--- config.mk ---
export PLATFORM = sky130hd
export DESIGN_NAME = lifo_stack
export DESIGN_NICKNAME = d
export VERILOG_FILES = /design/src/rtl/lifo_stack.sv
export SDC_FILE = /design/constraint.sdc
export NUM_CORES = 1
export LEC_CHECK = 0
export ABC_AREA = 1
export BUFFER_PORTS_ARGS = -buffer_cell sky130_fd_sc_hd__buf_2
export CORE_MARGIN = 3
export CORE_UTILIZATION = 45
export CTS_CLUSTER_DIAMETER = 150
export CTS_CLUSTER_SIZE = 20
export DETAILED_ROUTE_END_ITERATION = 7
export PLACE_DENSITY = 0.66
export REMOVE_ABC_BUFFERS = 1
export SLEW_MARGIN = 20
export SYNTH_ARGS = -nofsm -noshare
export SYNTH_HDL_FRONTEND = slang
export SYNTH_SLANG_ARGS = --single-unit
--- constraint.sdc ---
create_clock -name clk -period 2.53 [get_ports clk]
set_input_delay 0.506 -clock clk [delete_from_list [all_inputs] [get_ports clk]]
set_output_delay 0.506 -clock clk [all_outputs]
set_load 0.05 [all_outputs]
--- src/rtl/lifo_stack.sv ---
// rtl/lifo_stack.sv - parametrised LIFO stack with peek, replace, occupancy count and sticky error flags
// The pointer is the occupancy count itself; slot count-1 is the top of stack.
module lifo_stack #(
  parameter int WIDTH = 8,
  parameter int DEPTH = 4,
  localparam int CW = $clog2(DEPTH + 1)
) (
  input  logic             clk,
  input  logic             rst,
  input  logic             push,
  input  logic             pop,
  input  logic             clear,
  input  logic [WIDTH-1:0] data_in,
  output logic [WIDTH-1:0] data_out,
  output logic             pop_valid,
  output logic [WIDTH-1:0] top,
  output logic [CW-1:0]    count,
  output logic             full,
  output logic             empty,
  output logic             overflow,
  output logic             underflow
);

  localparam int AW = (DEPTH > 1) ? $clog2(DEPTH) : 1;
  localparam logic [CW-1:0] FULL_CNT = CW'(DEPTH);

  logic [WIDTH-1:0] mem [DEPTH];

  logic [CW-1:0]    count_q, count_d;
  logic [WIDTH-1:0] data_out_q, data_out_d;
  logic             pop_valid_q, pop_valid_d;
  logic             overflow_q, overflow_d;
  logic             underflow_q, underflow_d;

  logic             wr_en;
  logic [AW-1:0]    wr_addr;
  logic [AW-1:0]    top_addr;
  logic [WIDTH-1:0] top_w;
  logic             full_w, empty_w;

  assign full_w   = (count_q == FULL_CNT);
  assign empty_w  = (count_q == '0);
  assign top_addr = AW'(count_q - 1'b1);
  assign top_w    = empty_w ? '0 : mem[top_addr];

  always_comb begin
    count_d     = count_q;
    data_out_d  = data_out_q;
    pop_valid_d = 1'b0;
    overflow_d  = overflow_q;
    underflow_d = underflow_q;
    wr_en       = 1'b0;
    wr_addr     = AW'(count_q);

    if (clear) begin
      count_d     = '0;
      overflow_d  = 1'b0;
      underflow_d = 1'b0;
    end else begin
      unique case ({push, pop})
        2'b10: begin
          if (full_w) begin
            overflow_d = 1'b1;
          end else begin
            wr_en   = 1'b1;
            count_d = count_q + 1'b1;
          end
        end
        2'b01: begin
          if (empty_w) begin
            underflow_d = 1'b1;
          end else begin
            data_out_d  = top_w;
            pop_valid_d = 1'b1;
            count_d     = count_q - 1'b1;
          end
        end
        2'b11: begin
          // Replace overwrites the top in place; on an empty stack only the push half succeeds.
          if (empty_w) begin
            wr_en       = 1'b1;
            count_d     = count_q + 1'b1;
            underflow_d = 1'b1;
          end else begin
            data_out_d  = top_w;
            pop_valid_d = 1'b1;
            wr_en       = 1'b1;
            wr_addr     = top_addr;
          end
        end
        default: ;
      endcase
    end
  end

  always_ff @(posedge clk or posedge rst) begin
    if (rst) begin
      count_q     <= '0;
      data_out_q  <= '0;
      pop_valid_q <= 1'b0;
      overflow_q  <= 1'b0;
      underflow_q <= 1'b0;
    end else begin
      count_q     <= count_d;
      data_out_q  <= data_out_d;
      pop_valid_q <= pop_valid_d;
      overflow_q  <= overflow_d;
      underflow_q <= underflow_d;
    end
  end

  always_ff @(posedge clk) begin
    if (wr_en) begin
      mem[wr_addr] <= data_in;
    end
  end

  assign data_out  = data_out_q;
  assign pop_valid = pop_valid_q;
  assign top       = top_w;
  assign count     = count_q;
  assign full      = full_w;
  assign empty     = empty_w;
  assign overflow  = overflow_q;
  assign underflow = underflow_q;

endmodule

---- Yosys cells after proc, flatten, opt, wreduce, memory -nomap -nowiden ----
Memory sizes are Yosys's and may differ from the RTL's.
Index checks and enable logic that the tools add are counted.
operators by class
  $add $sub $neg .......................... 2
  eq/ne operators ......................... 7
  muxes and demuxes ....................... 23
  bitwise logic cells ..................... 2
  reduce and logical (&&, ||, !) cells .... 11
operator list
  kind                 number
  $mux 1               13
  $mux 3               4
  $ne 3x3->1 const B   3
  $pmux 3 s3           1
  $mux 8               1
  $reduce_bool 2->1    4
  $mux 2               3
  $eq 2x2->1 const B   2
  $reduce_and 2->1     2
  $reduce_and 4->1     1
  $reduce_bool 4->1    1
  $add 3x1->3 const B  1
  $eq 3x3->1 const B   1
  $logic_not 3->1      1
  $reduce_and 3->1     1
  $sub 3x1->3 const B  1
  $eq 2x1->1 const B   1
  $not 1->1            2
  $pmux 1 s2           1
  $reduce_or 2->1      1
storage, ports and cells
  flip-flop bits (word level) ............. 14
  bits in writable memories ............... 32
  output and inout port bits .............. 24
  word-level logic and storage cells ...... 51
  memories kept ........................... 1
memories
  name  words  bits a word  rd ports  clocked after Yosys merged registers in  wr ports  line  RTL
  mem   4      8            1         0                                        1         27    logic [WIDTH-1:0] mem [DEPTH];

---- Longest topological paths before layout ----
  word-level depth ........................ 6
  depth in mapped cells ................... 11
  gate-level depth less buffers ........... 10

---- Worst setup path before layout ----
OpenSTA, ideal clock, no wires.
  kind .................................... reg2out
  start ................................... register count_q[0], in the netlist count[0]
  end ..................................... output top[0]
  arrival ................................. 2517 ps
  required time ........................... 2024 ps
  path slack .............................. -493 ps
  stages on the path, launching flop included .. 8
  path through ............................ dfrtp_1 -> clkinv_1 -> buf_2 -> ha_1 -> inv_1 -> nor2_1 -> buf_2 -> nor2_1
on the way
  elaborated cells on any way between the ends .. 4
  those cells by class .................... add/sub (1); mux (1); reduce/logical (1); memory (1)
RTL lines
  item                      line  RTL
  start: declaration        29    logic [CW-1:0] count_q, count_d;
  start signal: assignment  104   count_q <= count_d;
  $logic_not 3->1           42    assign empty_w = (count_q == '0);
  via empty                 19    output logic empty,
  $mux 8                    44    assign top_w = empty_w ? '0 : mem[top_addr];
  end: declaration          16    output logic [WIDTH-1:0] top,
The timed path passes the listed nets, and every way through them passes these cells.

---- Final worst setup path ----
  start ................................... register count_q[1], in the netlist count[1]
  end ..................................... output top[6]
on the way
  longest elaborated chain between the ends .. 3
  elaborated cells on any way between the ends .. 4
  those cells by class .................... add/sub (1); mux (1); reduce/logical (1); memory (1)
RTL lines
  item         line
  $sub 3x1->3  n/a
  $mem_v2 4x8  n/a
  $mux 8 (*)   44
Every way passes the cells marked *; elsewhere a longest branch is shown, timed or not.

==> results by group <==
Worst setup path
  – FF-to-FF setup slack: 610 ps
  – Largest fanout on the critical path: 6
  – WS Path Type: reg -> out
  – Worst R2R Start: count[1]
  – CP required: 2020 ps
  – CP endpoint: top[6]
  – R2r worst-path depth: 8
  – Worst r2r dst: mem[2][1]
  – Arr. time, crit path: 1860 ps
  – Crit. path cell count: 7
  – Crit path max-delay family: buffers and inverters
  – Slowest stage delay, CP: 420 ps
  – CP endpoint kind: primary output
  – Worst-path cell chain: inv_1 -> ha_1 -> buf_4 -> nand3_1 -> nand2_1 -> nor2_1 -> buf_2
  – CP Launch Type: register
  – Slowest-stage cell, CP: dfrtp_1
  – Crit path launch: count[1]
  – Buf/Inv on CP: 3

GRT
  – Pin count of the biggest net entering global routing: 22
  – GRT overflow: 0
  – Global-route wire length before repair: 6775 µm
  – Initial antenna violation count: 0
  – Vias in the first global route: 1337
  – Global Route Usage Sum: 16.79%

Pwr
  – Sequential power share: 32.0%
  – P_int: 1526 µW
  – Power per cell area: 1273 nW/µm²
  – Clock power share: 14.9%
  – Maximum vdd drop: 0.0005380 V
  – Total power: 3105 µW
  – Leakage Power: 0.001143 µW
  – Sw frac: 50.85%
  – Logic pwr share: 53.1%
  – P_sw: 1579 µW

Job
  – Max-cap violations: 0

Min path
  – HP Class: in -> async

STA
  – Worst-margin pin slew: 536.3 ps
  – Layout Skew: 6.534 ps
  – Part of the cycle the worst path needs: 93.46%
  – Hold WS: 221.9 ps
  – Setup violators final: 0
  – Max Clk Rate: 422.9 MHz
  – Final setup margin: 165.5 ps
  – Max-slew violation count: 0
  – Number of hold violations in the final report: 0
  – Setup TNS Final: 0 ps
  – Relative slew margins: 64.21%
  – Min cycle time layout: 2365 ps
  – RSZ-0062 raised after global routing: false

Synthesis
  – Cell count after synthesis: 208
  – Post-synthesis mux area share: 0%
  – Largest family of logic cells by synthesized area: simple AND/OR/NAND/NOR gates
  – Cell Area, Synth: 2083 µm²
  – Register area share after synthesis: 62.94%
  – Top_reg_cell synth: edfxtp_1
  – Syn avg cell area: 10.02 µm²
  – Synthesized-area fraction occupied by adder cells: 3.604%
  – Number of flops mapped to enable cells by yosys: 32
  – Cell taking the most area after synthesis: edfxtp_1
  – Syn. warnings: 0
  – Top post-synthesis cells by count: 73 x nand2_1, 32 x edfxtp_1, 20 x nand3_1, 17 x nor2_1, 14 x dfrtp_1
  – Synth Area in XOR/XNOR: 0.7808%
  – Synth Register Bits: 46
  – Post-synthesis simple-gate area fraction: 23.60%
  – Top-count cell post-synth: nand2_1
  – Async SR Flop Fraction: 30.43%
  – Unique cell type count in the Yosys netlist: 22
  – Main area contributors after synthesis: edfxtp_1 46%, dfrtp_1 17%, nand2_1 13%
  – Synth Area in Compound Gates: 3.784%
  – Share of the synthesized area in the top cell type: 46.13%

CTS
  – Clock-pin slew on the worst setup and hold paths: 90 ps
  – Sink Count: 46
  – H-tree depth: 2
  – CTS tree: built
  – Maximum clock insertion buffer count: 2
  – Clk_lat worst skew: 310 ps
  – Number of buffers created by CTS: 5
  – Setup bufs post-CTS: 0
  – Root Buffer: clkbuf_8

Layout
  – Layout fillers: 398
  – Final cell count without fillers: 305
  – Synth-to-layout area growth: 17.12%
  – Ant. Diodes: 0
  – # nets final: 271
  – Layout cell share with drive strength beyond 1: 24.90%

Place
  – Post-DP HPWL: 3140 µm
  – Port buffer count: 36
  – Routability Congestion: 0.9350
  – DP Cell Count: 297
  – Pre-CTS WS: 376.6 ps

Floorplan
  – Die area: 5482 µm²
  – Die span in y: 74.04 µm
  – Die X: 74.04 µm
  – Initial Util: 47.19%
  – Row cnt: 24
  – Core area: 4414 µm²
  – Top-level port count: 37

Routing
  – Metal-1 WL: 2084 µm
  – Initial drt markers: 120
  – DRC viols: 0
  – Max layer used: met4
  – Routed met3 length: 254 µm
  – Drt first pass iters: 4
  – Routed Antenna Nets: 0
  – WL final: 4240 µm
  – Wire length on met2: 1837 µm
  – DR vias: 1476
  – WL/cell: 13.90 µm
  – Via/cell ratio: 4.839

Outcome
  – Status: complete, no violations
-- layout make-up --
| cell class | instances | area (µm²) | area share [%] |
|---|---|---|---|
| Sequential cell | 46 | 1311 | 53.74 |
| Tap cell | 52 | 65.06 | 2.667 |
| Clock inverter | 3 | 23.77 | 0.9744 |
| Clock buffer | 5 | 68.82 | 2.821 |
| Inverter | 17 | 63.81 | 2.615 |
| Multi-Input combinational cell | 138 | 664.4 | 27.23 |
| Timing Repair Buffer | 44 | 242.7 | 9.949 |
-- how the worst min path moves through the flow --
| stage | to | slack, ps | cells past startpoint |
|---|---|---|---|
| after detailed placement | data_out[3] | 470 | 2 |
| after global routing | data_out[4] | 260 | 2 |
| after CTS | data_out[7] | 240 | 2 |
| final | data_out[4] | 220 | 2 |
| after global placement | data_out[7] | 470 | 2 |
| after floorplan | count[0] | 400 | 1 |
-- power by group through the flow --
stage / logic [µW] / registers, µW / clock network, µW
after floorplan: 922 / 1310 / 0
after global placement: 1640 / 1000 / 0
after detailed placement: 1650 / 1010 / 0
after CTS: 1660 / 996 / 474
after global routing: 1790 / 1010 / 503
final: 1650 / 993 / 462
-- per-stage QoR --
step,instance area [µm²],util (%)
global route,2440,55.27
finish,2440,55.27
global placement,2342,53.06
floorplan,2037,-
detailed placement,2342,53.06
CTS,2435,55.16
-- sequential cells by signal, summed over array words and instances, names as in the netlist --
register / count
overflow: 1
pop_valid: 1
underflow: 1
count: 3
mem: 32
data_out: 8
-- logic make-up after synthesis --
group,count (synthesis)
AND/OR/NAND/NOR,116
flip-flops,46
buffers and inverters,24
AO/OA/AOI/OAI,15
adder cells (fa/ha/maj),6
XOR/XNOR,1
-- layer usage --
layer / up-vias / track usage (%)
met3: 7 / 4.459
met4: 0 / 6.439
li1: 764 / -
met2: 40 / 24.21
met5: - / 0
met1: 665 / 24.22
-- cells in the final DEF (no fill, tap or decap) --
master       n
inv_1       13
buf_2       35
dfrtp_1     14
inv_2        3
nand4_1      1
nand2_2      2
xor2_2       1
ha_1         6
o21ai_1      7
nand3_4      1
edfxtp_1    32
nand3_1     20
inv_6        1
nand2_1     73
nor2_2       2
clkbuf_8     5
clkbuf_4     1
nor2_1      16
o21ai_0      3
clkinvlp_4   2
clkinv_1     1
a21oi_1      4
nand2_4      1
o21ai_2      1
buf_4        8
-- timing repair --
action	CTS	global route
gates resized for setup	0	2
hold buffers	0	0
setup endpoints to repair	0	7
Power figures use the tool's default switching activity.
